### config.mk
export PLATFORM = sky130hd
export DESIGN_NAME = uart_rx_fifo
export DESIGN_NICKNAME = d
export VERILOG_FILES = /design/src/rtl/uart_rx_fifo.sv
export SDC_FILE = /design/constraint.sdc
export NUM_CORES = 1
export LEC_CHECK = 0
export CORE_ASPECT_RATIO = 1.1
export CORE_MARGIN = 8
export CORE_UTILIZATION = 60
export CTS_BUF_LIST = sky130_fd_sc_hd__clkbuf_16
export DETAILED_ROUTE_END_ITERATION = 10
export GPL_TIMING_DRIVEN = 0
export HOLD_SLACK_MARGIN = 0.06
export PLACE_DENSITY = 0.79
export SLEW_MARGIN = 15
export SYNTH_ARGS = -nofsm -noshare
export SYNTH_HDL_FRONTEND = slang
export SYNTH_SLANG_ARGS = --single-unit
### constraint.sdc
create_clock -name iCLK -period 8.5 [get_ports iCLK]
set_clock_uncertainty 0.05 [all_clocks]
set_input_delay 1.7 -clock iCLK [delete_from_list [all_inputs] [get_ports iCLK]]
set_output_delay 1.7 -clock iCLK [all_outputs]
set_load 0.02 [all_outputs]
### src/rtl/uart_rx_fifo.sv
// Receive byte FIFO between the UART RX controller and the bus layer.
// Define UART_RX_FIFO_FWFT_EN for first-word-fall-through reads; default is registered reads.
module uart_rx_fifo #(
    parameter int unsigned ADDR_W = 4
) (
    input  logic              iCLK,
    input  logic              iRESETn,
    input  logic              iUART_RX_STOP,
    input  logic [7:0]        iser2par,
    input  logic              iRD_EN,
    input  logic              iOVR_CLR,
    output logic [7:0]        oRD_DATA,
    output logic              oRD_VALID,
    output logic              oEMPTY,
    output logic              oFULL,
    output logic [ADDR_W:0]   oLEVEL,
    output logic              oOVERRUN
);

    localparam int unsigned DEPTH = 2 ** ADDR_W;

    logic [7:0]        mem [DEPTH];
    logic [ADDR_W:0]   wr_ptr_q, wr_ptr_d;
    logic [ADDR_W:0]   rd_ptr_q, rd_ptr_d;
    logic [ADDR_W:0]   level_q, level_d;
    logic              ovr_q, ovr_d;
    logic              empty, full;
    logic              wr_acc, rd_acc;

    // Pointers carry one extra wrap bit so full and empty are distinguishable.
    assign empty = (wr_ptr_q == rd_ptr_q);
    assign full  = (wr_ptr_q[ADDR_W-1:0] == rd_ptr_q[ADDR_W-1:0]) &&
                   (wr_ptr_q[ADDR_W] != rd_ptr_q[ADDR_W]);

    always_comb begin
        rd_acc   = iRD_EN & ~empty;
        // A pop in the same cycle frees a slot, so a full FIFO still takes the byte.
        wr_acc   = iUART_RX_STOP & (~full | rd_acc);
        wr_ptr_d = wr_ptr_q + {{ADDR_W{1'b0}}, wr_acc};
        rd_ptr_d = rd_ptr_q + {{ADDR_W{1'b0}}, rd_acc};
        level_d  = wr_ptr_d - rd_ptr_d;
        ovr_d    = ovr_q;
        if (iOVR_CLR) begin
            ovr_d = 1'b0;
        end
        if (iUART_RX_STOP & ~wr_acc) begin
            ovr_d = 1'b1;
        end
    end

    always_ff @(posedge iCLK or negedge iRESETn) begin
        if (!iRESETn) begin
            wr_ptr_q <= '0;
            rd_ptr_q <= '0;
            level_q  <= '0;
            ovr_q    <= 1'b0;
        end else begin
            wr_ptr_q <= wr_ptr_d;
            rd_ptr_q <= rd_ptr_d;
            level_q  <= level_d;
            ovr_q    <= ovr_d;
        end
    end

    always_ff @(posedge iCLK) begin
        if (wr_acc) begin
            mem[wr_ptr_q[ADDR_W-1:0]] <= iser2par;
        end
    end

`ifdef UART_RX_FIFO_FWFT_EN
    assign oRD_DATA  = mem[rd_ptr_q[ADDR_W-1:0]];
    assign oRD_VALID = ~empty;
`else
    logic [7:0] rd_data_q;
    logic       rd_valid_q;

    always_ff @(posedge iCLK or negedge iRESETn) begin
        if (!iRESETn) begin
            rd_data_q  <= 8'h00;
            rd_valid_q <= 1'b0;
        end else begin
            rd_valid_q <= rd_acc;
            if (rd_acc) begin
                rd_data_q <= mem[rd_ptr_q[ADDR_W-1:0]];
            end
        end
    end

    assign oRD_DATA  = rd_data_q;
    assign oRD_VALID = rd_valid_q;
`endif

    assign oEMPTY   = empty;
    assign oFULL    = full;
    assign oLEVEL   = level_q;
    assign oOVERRUN = ovr_q;

endmodule

==> results.md <==
Clock tree:
- The clock net in this run drives a total of 153 sinks.
- CTS placed an instance of clkbuf_16 at the clock tree root.
- The count of hold buffers inserted by post-cts repair is 0.
- In this run the post-CTS setup repair buffer count came out at 0.
- After clock tree synthesis, the clock-pin slew on the worst setup and hold paths is 0.06 ns.
- The number of buffers between clock root and the deepest sink is 2.
- For the worst-skew pair, the clock arrives at the later sink with an insertion delay of 0.41 ns.
- Clock tree synthesis inserted a total of 17 buffers.
- The count of cells resized by post-cts repair is 0.
- The clock tree from TritonCTS is built.
- The H-tree was split into 4 levels.

Finish:
- After the last flow step, the layout net total stands at 393.
- The register cell area after layout is 4470 um2.
- The combined area of the multi-input logic cells is 1580 um2.
- With fillers left out, the area of the finished cells amounts to 7330 um2.
- The repair_antennas step left the layout with diodes totalling 0.
- The utilization of the core after routing is 74.2%.
- The area growth from synthesis to layout is 20.1%.
- The share of layout cells above drive strength 1 is 29.9%.
- The layout has 559 filler cells.

Placement:
- After detailed placement, the total cell area comes to 6720 um2.
- The global placement routability congestion is 0.754.
- The total of buffers placed on input and output ports is 29.
- The HPWL after detailed placement is 8390 um.

Worst setup path:
- The cell count of the worst reg-to-reg path is 13.
- At the worst endpoint, the arrival time is 4.85 ns.
- In this run the critical register-to-register path is captured at oLEVEL[4].
- The sort of element at the end of the critical path is a flop.
- The worst setup path is launched from an input pin.
- Traced cell by cell, the critical path runs through clkdlybuf4s50_1 > o31ai_4 > buf_2 > inv_2 > ha_1 > ha_1 > xor2_1 > ha_1 > a21o_1 > a21oi_1 > xor3_1.
- The cell with the largest stage delay on the worst path is o31ai_4.
- The largest single stage delay on the critical path is 0.63 ns.
- The cell that appears most often on the critical path is ha_1.
- The critical path is of the in -> reg type.
- In this run the worst path has a maximum fanout of 10.
- The worst register-to-register path begins at rd_ptr_q[2].
- The reg-to-reg setup timing slack is 4.69 ns.
- For the worst setup path, the data required time is 8.74 ns.

GRT:
- The first global-routing pass estimated 19,700 um of wire.
- The maximum number of pins on one net before global-route repair is 26.
- Global routing used 19.6% of the available tracks across all layers.
- The number of global-route vias before repair is 3,268.
- The total overflow left after global routing is 0.
- The number of antenna violations at the first check in global routing is 0.

Power:
- The total leakage power is 2.55 nW.
- The areal power density over the cells is 380 nW/um2.
- The worst-case IR drop observed on VDD is 0.000245 V.
- Total power for the finished layout comes to 2.79 mW.

STA:
- The sum of negative setup slack is 0 ns.
- In the finished design, the share of the clock period the worst path needs comes to 54.3%.
- Hold is met by 0.458 ns.
- The total count of hold-check failures in the final report is 0.
- For the pin with the worst max-slew slack, the measured transition is 0.759 ns.
- Setup repair after global routing left no endpoint under its margin.
- The post-layout minimum cycle time is 4.61 ns.
- The worst-case headroom to the max-slew limit is 49.1%.
- The timing-limited maximum frequency is 0.217 GHz.
- The count of endpoints failing setup in the final report is 0.
- The count of final max-slew check failures was 0.

Floorplanning:
- The initial cell density of the core is 61.8%.
- The placeable core region is 9890 um2.
- The count of standard-cell rows is 38.
- During I/O placement, the number of pins put on the boundary was 30.
- The vertical die dimension is 122 um.
- The die is 112 um wide.
- The die covers 13,700 um2.

Routing:
- The count of routing violations after the opening detailed-route iteration is 290.
- The post-detailed-routing wire length is 12,700 um.
- The via count is 3,165.
- Once detail routing completed, the nets flagged for antenna violations numbered 0.
- For this run, the detailed router's first-pass iteration total came to 5.
- The detailed-route vias per instance is 6.28.
- The post-detailed-route DRC marker count is 0.
- The detail-routed net length per standard cell is 25.2 um.

Min path:
- The worst hold path endpoint is oRD_DATA[2].
- The worst hold path stage count is 1.
- The worst hold path belongs to the class reg -> reg.
- The worst hold path begins at oRD_DATA[2].

Yosys:
- The number of synthesized register bits is 153.
- The synthesized area divided by synthesized cell count is 19.6 um2.
- The leading register cell type out of synthesis is edfxtp_1.
- edfxtp_1 is the most common cell in the netlist.
- After synthesis, the most frequently instantiated cells are edfxtp_1, mux4_2, dfrtp_1.
- The proportion of synthesized flip-flops having asynchronous set or reset is 16.3%.
- The number of unique standard cell types used by synthesis is 32.
- The most area-hungry cell type in the Yosys netlist is edfxtp_1.
- Counting flops with a built-in enable in the synthesized netlist gives 128.
- The share of the Yosys chip area taken by registers is 73.2%.
- The yosys synthesis warning count is 0.
- Yosys attributes the largest share of cell area to edfxtp_1, mux4_2, dfrtp_1.
- Counting every net in the synthesized netlist gives 333.
- The fraction of post-synthesis cell area in the top cell type by area is 62.9%.
- The mapped netlist covers 6110 um2.
- Synthesis produced a netlist whose cell count is 311.

Run status:
- The run finished with clean final reports.

Flow run:
- Across the run, the number of max-cap violations was 0.
-- metal layers --
| layer | track usage [%] | vias up | routed length, um |
|---|---|---|---|
| li1 | - | 1363 | - |
| met1 | 26.7 | 1637 | 5210 |
| met2 | 31.3 | 142 | 6390 |
| met3 | 3.76 | 23 | 881 |
| met4 | 7.43 | 0 | 240 |
| met5 | 0 | - | 0 |
-- placed cells by master, fill, tap and decap left out, types with 2 or more instances in the layout --
| master | n |
|---|---|
| a21o_1 | 2 |
| a21oi_1 | 2 |
| a22oi_1 | 16 |
| buf_2 | 9 |
| buf_4 | 11 |
| buf_6 | 4 |
| bufinv_16 | 4 |
| clkbuf_1 | 4 |
| clkbuf_16 | 17 |
| clkdlybuf4s50_1 | 28 |
| clkinv_1 | 3 |
| clkinv_2 | 4 |
| clkinvlp_4 | 3 |
| dfrtp_1 | 25 |
| edfxtp_1 | 128 |
| ha_1 | 8 |
| inv_1 | 12 |
| inv_2 | 2 |
| mux2_2 | 8 |
| mux4_2 | 32 |
| nand2_1 | 10 |
| nand2b_1 | 2 |
| nand3_1 | 4 |
| nor2_1 | 3 |
| nor2b_1 | 2 |
| nor3_2 | 4 |
| nor4_2 | 12 |
| xnor2_1 | 10 |
| xor2_1 | 4 |
-- worst max-delay path: cells and delay by family --
| family | cells | cell delay, ns |
|---|---|---|
| buffers and inverters | 3 | 1.00 |
| AO/OA/AOI/OAI | 3 | 0.99 |
| XOR/XNOR | 2 | 0.40 |
| adder cells (fa/ha/maj) | 3 | 0.77 |
-- registers in the layout, indices dropped and copies added (netlist names) --
name       cells
mem          128
oRD_DATA       8
oLEVEL         5
rd_ptr_q       5
wr_ptr_q       5
oOVERRUN       1
oRD_VALID      1
-- layout make-up --
type                       count  area share (%)
sequential                   153            60.9
clock inverter                15            2.49
buffer                        16            1.35
multi-input combinational    128            21.6
clock buffer                  17            5.80
timing repair buffer          41            5.08
inverter                      14           0.716
tap                          120            2.05
-- metrics by stage --
step | instances | worst slack [ns]
floorplan | 311 | 4.62
global placement | 460 | 3.76
detailed placement | 472 | 3.53
CTS | 504 | 3.91
global route | 504 | 3.75
finish | 504 | 3.89
-- power by group --
group	switching [mW]	total [mW]	internal (mW)
Combinational	0.562	1.02	0.456
Clock	0.288	0.774	0.486
Sequential	0.0533	0.999	0.946
Total	0.903	2.79	1.89
-- how the worst max path moves through the flow --
stage	slack (ns)	to	cells past startpoint	startpoint
3_5_place_dp	3.53	oLEVEL[4]	11	iRD_EN
4_1_cts	3.91	oLEVEL[4]	11	iRD_EN
2_1_floorplan	4.62	oLEVEL[4]	10	iRD_EN
3_3_place_gp	3.76	oLEVEL[4]	11	iRD_EN
5_1_grt	3.75	oLEVEL[4]	11	iRD_EN
6_report	3.89	oLEVEL[4]	11	iRD_EN
-- logic make-up (layout without fill, tap and decap cells) --
family                     Yosys count  after routing  synth area share, %
AOI/OAI and AO/OA                   23             23                 3.13
xor gates and xnor gates            15             15                 2.40
DFF                                153            153                 73.2
buffers and inverters               30            103                 2.48
and+or+nand+nor                     41             41                 3.58
muxes                               40             40                 13.3
adders and majority gates            9              9                 1.97
Power figures use the tool's default switching activity.
